[src/rtl/cmp_stream_unit_if.sv]
// cmp_stream_unit_if: handshake and payload bundle for cmp_stream_unit.
//   Input side : in_valid, in_ready, x, y, mode (and is_signed when CMP_SIGNED_EN)
//   Output side: out_valid, out_ready, out, flags, acc_valid, match_cnt
//   master = producer/consumer environment, slave = the compare unit.
// Optional macro: CMP_SIGNED_EN adds the is_signed select.
interface cmp_stream_unit_if #(
   parameter int unsigned WIDTH = 8,
   parameter int unsigned CNT_W = 8
) ();
   logic             in_valid;
   logic             in_ready;
   logic [WIDTH-1:0] x;
   logic [WIDTH-1:0] y;
   logic [2:0]       mode;
`ifdef CMP_SIGNED_EN
   logic             is_signed;
`endif
   logic             out_valid;
   logic             out_ready;
   logic [WIDTH-1:0] out;
   logic [2:0]       flags;
   logic             acc_valid;
   logic [CNT_W-1:0] match_cnt;

`ifdef CMP_SIGNED_EN
   modport master (
      output in_valid, x, y, mode, is_signed, out_ready,
      input  in_ready, out_valid, out, flags, acc_valid, match_cnt
   );
   modport slave (
      input  in_valid, x, y, mode, is_signed, out_ready,
      output in_ready, out_valid, out, flags, acc_valid, match_cnt
   );
`else
   modport master (
      output in_valid, x, y, mode, out_ready,
      input  in_ready, out_valid, out, flags, acc_valid, match_cnt
   );
   modport slave (
      input  in_valid, x, y, mode, out_ready,
      output in_ready, out_valid, out, flags, acc_valid, match_cnt
   );
`endif
endinterface

[src/rtl/cmp_stream_unit.sv]
// cmp_stream_unit: registered streaming comparator with running extremum
// accumulator and saturating equality-match counter.
//   clk  : rising-edge clock
//   rst  : synchronous active-high reset
//   bus  : cmp_stream_unit_if.slave (valid/ready input and output sides,
//          result, flags {lt,gt,eq}, acc_valid, match_cnt)
// Optional macro: CMP_SIGNED_EN enables two's complement compares via is_signed.
module cmp_stream_unit #(
   parameter int unsigned WIDTH = 8,
   parameter int unsigned CNT_W = 8
) (
   input logic              clk,
   input logic              rst,
   cmp_stream_unit_if.slave bus
);
   localparam logic [2:0] MODE_EQ   = 3'd0;
   localparam logic [2:0] MODE_GT   = 3'd1;
   localparam logic [2:0] MODE_LT   = 3'd2;
   localparam logic [2:0] MODE_MAX  = 3'd3;
   localparam logic [2:0] MODE_MIN  = 3'd4;
   localparam logic [2:0] MODE_RMAX = 3'd5;
   localparam logic [2:0] MODE_RMIN = 3'd6;
   localparam logic [2:0] MODE_CLR  = 3'd7;
   localparam logic [CNT_W-1:0] CNT_MAX = '1;

   logic [WIDTH-1:0] out_q, acc_q, out_d, acc_d;
   logic [2:0]       flags_q, flags_d;
   logic             out_valid_q, acc_valid_q, acc_valid_d;
   logic [CNT_W-1:0] cnt_q, cnt_d;
   logic             sgn, ready, xfer;
   logic             lt, gt, eq, acc_gt_x, acc_lt_x;
   logic [WIDTH-1:0] x_k, y_k, acc_k;

`ifdef CMP_SIGNED_EN
   assign sgn = bus.is_signed;
`else
   assign sgn = 1'b0;
`endif

   // Inverting the MSB maps two's complement order onto unsigned order.
   assign x_k   = {bus.x[WIDTH-1] ^ sgn, bus.x[WIDTH-2:0]};
   assign y_k   = {bus.y[WIDTH-1] ^ sgn, bus.y[WIDTH-2:0]};
   assign acc_k = {acc_q[WIDTH-1] ^ sgn, acc_q[WIDTH-2:0]};

   assign eq       = (bus.x == bus.y);
   assign gt       = (x_k > y_k);
   assign lt       = (x_k < y_k);
   assign acc_gt_x = (acc_k > x_k);
   assign acc_lt_x = (acc_k < x_k);

   // No skid buffer: accept only when the output slot is free or draining.
   assign ready = !out_valid_q || bus.out_ready;
   assign xfer  = bus.in_valid && ready;

   // Result, accumulator and counter values for the transaction on the bus.
   always_comb begin
      out_d       = '0;
      flags_d     = {lt, gt, eq};
      acc_d       = acc_q;
      acc_valid_d = acc_valid_q;
      cnt_d       = (eq && (cnt_q != CNT_MAX)) ? cnt_q + CNT_W'(1) : cnt_q;
      case (bus.mode)
         MODE_EQ:  out_d = {{(WIDTH-1){1'b0}}, eq};
         MODE_GT:  out_d = {{(WIDTH-1){1'b0}}, gt};
         MODE_LT:  out_d = {{(WIDTH-1){1'b0}}, lt};
         MODE_MAX: out_d = gt ? bus.x : bus.y;
         MODE_MIN: out_d = lt ? bus.x : bus.y;
         MODE_RMAX: begin
            acc_d       = (acc_valid_q && acc_gt_x) ? acc_q : bus.x;
            acc_valid_d = 1'b1;
            out_d       = acc_d;
         end
         MODE_RMIN: begin
            acc_d       = (acc_valid_q && acc_lt_x) ? acc_q : bus.x;
            acc_valid_d = 1'b1;
            out_d       = acc_d;
         end
         MODE_CLR: begin
            flags_d     = 3'b000;
            acc_d       = '0;
            acc_valid_d = 1'b0;
            cnt_d       = '0;
         end
         default: out_d = '0;
      endcase
   end

   // Output slot plus accumulator/counter state; acc and count move on transfer only.
   always_ff @(posedge clk) begin
      if (rst) begin
         out_valid_q <= 1'b0;
         out_q       <= '0;
         flags_q     <= 3'b000;
         acc_q       <= '0;
         acc_valid_q <= 1'b0;
         cnt_q       <= '0;
      end else begin
         if (xfer) begin
            out_valid_q <= 1'b1;
            out_q       <= out_d;
            flags_q     <= flags_d;
            acc_q       <= acc_d;
            acc_valid_q <= acc_valid_d;
            cnt_q       <= cnt_d;
         end else if (bus.out_ready) begin
            out_valid_q <= 1'b0;
         end
      end
   end

   assign bus.in_ready  = ready;
   assign bus.out_valid = out_valid_q;
   assign bus.out       = out_q;
   assign bus.flags     = flags_q;
   assign bus.acc_valid = acc_valid_q;
   assign bus.match_cnt = cnt_q;
endmodule

[src/flat_wrapper.sv]
// flat-port wrapper written by rule: the top's interface ports become plain ports
module cmp_stream_unit_flat 
#(
   parameter int unsigned WIDTH = 8,
   parameter int unsigned CNT_W = 8
)
  (clk, rst, bus_in_valid, bus_x, bus_y, bus_mode, bus_out_ready, bus_in_ready, bus_out_valid, bus_out, bus_flags, bus_acc_valid, bus_match_cnt);
  cmp_stream_unit_if #(.WIDTH(WIDTH), .CNT_W(CNT_W)) bus_i ();
  input logic clk;
  input logic rst;
  input wire logic [$bits(bus_i.in_valid)-1:0] bus_in_valid;
  input wire logic [$bits(bus_i.x)-1:0] bus_x;
  input wire logic [$bits(bus_i.y)-1:0] bus_y;
  input wire logic [$bits(bus_i.mode)-1:0] bus_mode;
  input wire logic [$bits(bus_i.out_ready)-1:0] bus_out_ready;
  output wire logic [$bits(bus_i.in_ready)-1:0] bus_in_ready;
  output wire logic [$bits(bus_i.out_valid)-1:0] bus_out_valid;
  output wire logic [$bits(bus_i.out)-1:0] bus_out;
  output wire logic [$bits(bus_i.flags)-1:0] bus_flags;
  output wire logic [$bits(bus_i.acc_valid)-1:0] bus_acc_valid;
  output wire logic [$bits(bus_i.match_cnt)-1:0] bus_match_cnt;
  assign bus_i.in_valid = bus_in_valid;
  assign bus_i.x = bus_x;
  assign bus_i.y = bus_y;
  assign bus_i.mode = bus_mode;
  assign bus_i.out_ready = bus_out_ready;
  assign bus_in_ready = bus_i.in_ready;
  assign bus_out_valid = bus_i.out_valid;
  assign bus_out = bus_i.out;
  assign bus_flags = bus_i.flags;
  assign bus_acc_valid = bus_i.acc_valid;
  assign bus_match_cnt = bus_i.match_cnt;
  cmp_stream_unit #(.WIDTH(WIDTH), .CNT_W(CNT_W)) u_core (.clk(clk), .rst(rst), .bus(bus_i));
endmodule
[config.mk]
export PLATFORM = sky130hd
export DESIGN_NAME = cmp_stream_unit_flat
export DESIGN_NICKNAME = d
export VERILOG_FILES = /design/src/rtl/cmp_stream_unit_if.sv /design/src/rtl/cmp_stream_unit.sv /design/src/flat_wrapper.sv
export SDC_FILE = /design/constraint.sdc
export NUM_CORES = 1
export LEC_CHECK = 0
export ABC_AREA = 0
export BUFFER_PORTS_ARGS = -buffer_cell sky130_fd_sc_hd__buf_2
export CORE_UTILIZATION = 56
export CTS_CLUSTER_SIZE = 40
export DETAILED_ROUTE_END_ITERATION = 7
export PLACE_DENSITY_LB_ADDON = 0.1
export SYNTH_ARGS = -nofsm -noshare
export SYNTH_HDL_FRONTEND = slang
export SYNTH_SLANG_ARGS = --single-unit
[constraint.sdc]
create_clock -name clk -period 4.7 [get_ports clk]
set_clock_uncertainty 0.2 [all_clocks]
set_input_delay 0.705 -clock clk [delete_from_list [all_inputs] [get_ports clk]]
set_output_delay 0.705 -clock clk [all_outputs]
set_load 0.02 [all_outputs]
==> flow_summary_export.csv <==
group,metric,value,unit
floorplanning,die_h,59.1,um
sta,final.period_utilization,61.9,%
synthesis,avgSynthCellArea,8.85,um^2
worst_setup_path,end_kind,"flop",
global_routing,antenna_found_initial,0,
worst_setup_path,worstPathArrival,2.98,ns
worst_setup_path,path_max_fanout,8,
sta,rsz0062_at_grt,"false",
global_routing,grt_max_degree,13,
route,dr.pass1.iters,5,
flow_run,drv_cap,0,
finish,diodes,0,
sta,slew_viol_final,0,
global_routing,grt_use_total,26.2,%
finish,fin_nets,293,
sta,holdWs,0.305,ns
sta,hold_violations,0,
cts,htreeDepth,2,
min_path,min_path_type,"flop to flop",
outcome,status,"finished, final reports clean",
sta,fmax,0.344,GHz
finish,multi_input_area,1120,um^2
synthesis,async_flop_share,0,%
route,final_antenna_net_count,0,
worst_setup_path,worstPathRequired,4.77,ns
cts,cts_buffers,5,
route,vias_per_cell,5.80,
cts,clk_path_buf_depth,2,
synthesis,ys_top_cells_by_area,"dfxtp_1 (32%), ha_1 (12%), a21oi_1 (6.6%)",
synthesis,yosys_warnings,0,
floorplanning,dieWidth,59.1,um
synthesis,yosysTopAreaCellShare,31.8,%
synthesis,synth-main-ff-cell,"dfxtp_1",
route,vias,1727,
synthesis,syn_area,1820,um^2
placed_design,dp_cells,290,
global_routing,grt_pass1_wl,6840,um
global_routing,first_global_vias,1574,
worst_setup_path,worstSetupStartpointType,"input pin",
global_routing,grt_overflow,0,
sta,finalSetupTns,0,ns
finish,fin_cells,298,
sta,post-route-min-period,2.91,ns
floorplanning,ioPinCount,45,
cts,post_cts.repair.setup_buffers,0,
cts,path_clk_slew,0.10,ns
synthesis,synth_edf_count,0,
floorplanning,rows,20,
placed_design,dpl.hpwl,3090,um
finish,drive_above_1_share,25.6,%
sta,maxSlewHeadroom,44.4,%
floorplanning,core,3080,um^2
finish,area.growth.synth_to_final,18.3,%
cts,cts_tree,"yes",
worst_setup_path,critPathKind,"input pin to flop",
floorplanning,dieArea,3490,um^2
synthesis,ys_ff_latch,29,
sta,setup_viol,0,
cts,cts_repair_resize_count,0,
power_and_ir_drop,finalPower,0.622,mW
route,routed_wl,4180,um
route,drc,0,
power_and_ir_drop,cellPowerDensity,288,nW/um^2
cts,ctsHoldBuffers,0,
placed_design,io_buffers,44,
cts,cts_sinks,29,
synthesis,synth_top_area_cell,"dfxtp_1",
synthesis,syn_nets,246,
floorplanning,start_util,59.2,%
synthesis,syn_inst,206,
route,first_iter_violations,101,
power_and_ir_drop,p_leak,1.01,nW
sta,tightest_slew,0.834,ns
power_and_ir_drop,vdd_drop_max,0.222,mV
synthesis,ys_seq_area_share,31.8,%
synthesis,synth.distinct_cells,45,
finish,register_area,581,um^2
finish,fillers,282,
synthesis,synth.most_common_cell,"dfxtp_1",
cts,clockRootBuffer,"clkbuf_4",
synthesis,synth_common_cells,"dfxtp_1 (29), a21oi_1 (24), inv_1 (20)",
cts,clkLatencyLatePin,0.33,ns
route,wl_per_cell,14.0,um
placed_design,place.gp.congestion,0.891,
==> critical path, stage by stage <==
cell	delay, ns
buf_2	0.13
inv_1	0.07
ha_1	0.30
nor2b_1	0.15
o211ai_1	0.09
a21o_1	0.21
a21oi_1	0.29
a21oi_1	0.11
a21oi_1	0.68
a22o_1	0.26
==> flip-flops by register name (all words and copies together) (netlist names) <==
register and count:
u_core.bus.acc_valid 1, u_core.bus.out_valid 1, u_core.bus.flags 3, u_core.bus.match_cnt 8, u_core.acc_k 8, u_core.bus.out 8
==> routing by layer <==
layer,track usage [%],vias up,share of wire [%]
li1,-,861,-
met2,45.9,57,51
met4,8.50,0,1.1
met3,7.21,9,4.5
met1,30.7,800,44
met5,0,-,0
==> worst paths after layout <==
path,cells after the start,start,slack (ns),end
max,10,bus_x[1],1.79,u_core.acc_k[3]$_SDFFE_PP0P_
min,2,u_core.bus.match_cnt[5]$_SDFFE_PP0P_,0.31,u_core.bus.match_cnt[5]$_SDFFE_PP0P_
max reg2reg,8,u_core.acc_k[6]$_SDFFE_PP0P_,2.01,u_core.bus.out[3]$_SDFFE_PP0P_
min reg2reg,2,u_core.bus.match_cnt[5]$_SDFFE_PP0P_,0.31,u_core.bus.match_cnt[5]$_SDFFE_PP0P_
==> logic make-up after synthesis <==
group	share of synthesized area [%]
AO/OA/AOI/OAI	28.9
multiplexers	0.618
AND/OR/NAND/NOR	18.5
flip-flops	31.8
buffers and inverters	6.59
adder cells (fa/ha/maj)	11.7
XOR/XNOR	1.92
==> cells in the final DEF (no fill, tap or decap), drive strengths merged, types with 2 or more instances in the layout <==
cell    netlist  final
nand3         4      4
and2          3      3
nor2b         3      3
o21ai         9      9
nor2         18     18
clkbuf        0      5
bufinv        0      2
xor2          4      4
a22oi         3      3
a32o          7      7
and4          2      2
a22o          8      8
buf           4     44
a31oi         2      2
inv          20     20
nand4         6      6
and3          2      2
a21oi        25     25
a221o         7      7
or3           2      2
a21o          2      2
dfxtp        29     29
nand2b        3      3
nand2        14     14
ha           17     17
==> power by group <==
group          switching (mW)  internal, mW  total (mW)
clock                  0.0926         0.165       0.257
combinational          0.0632        0.0405       0.104
sequential            0.00613         0.254       0.261
==> final cells by class <==
class,count,area share [%]
Tap cell,44,2.55
Multi-Input combinational cell,153,52.1
Clock inverter,3,3.02
Inverter,20,3.48
Sequential cell,29,26.9
Clock buffer,5,1.74
Timing Repair Buffer,44,10.2
==> metrics by stage <==
step | utilization, % | worst slack (ns) | cell area, um^2
3_5_place_dp | 66.7 | 1.54 | 2050
3_3_place_gp | 66.7 | 1.58 | 2050
2_1_floorplan | - | 2.06 | 1820
4_1_cts | 70.0 | 1.83 | 2160
6_report | 70.0 | 1.79 | 2160
5_1_grt | 70.0 | 1.69 | 2160
No activity file was read; power rests on OpenSTA's default activity.
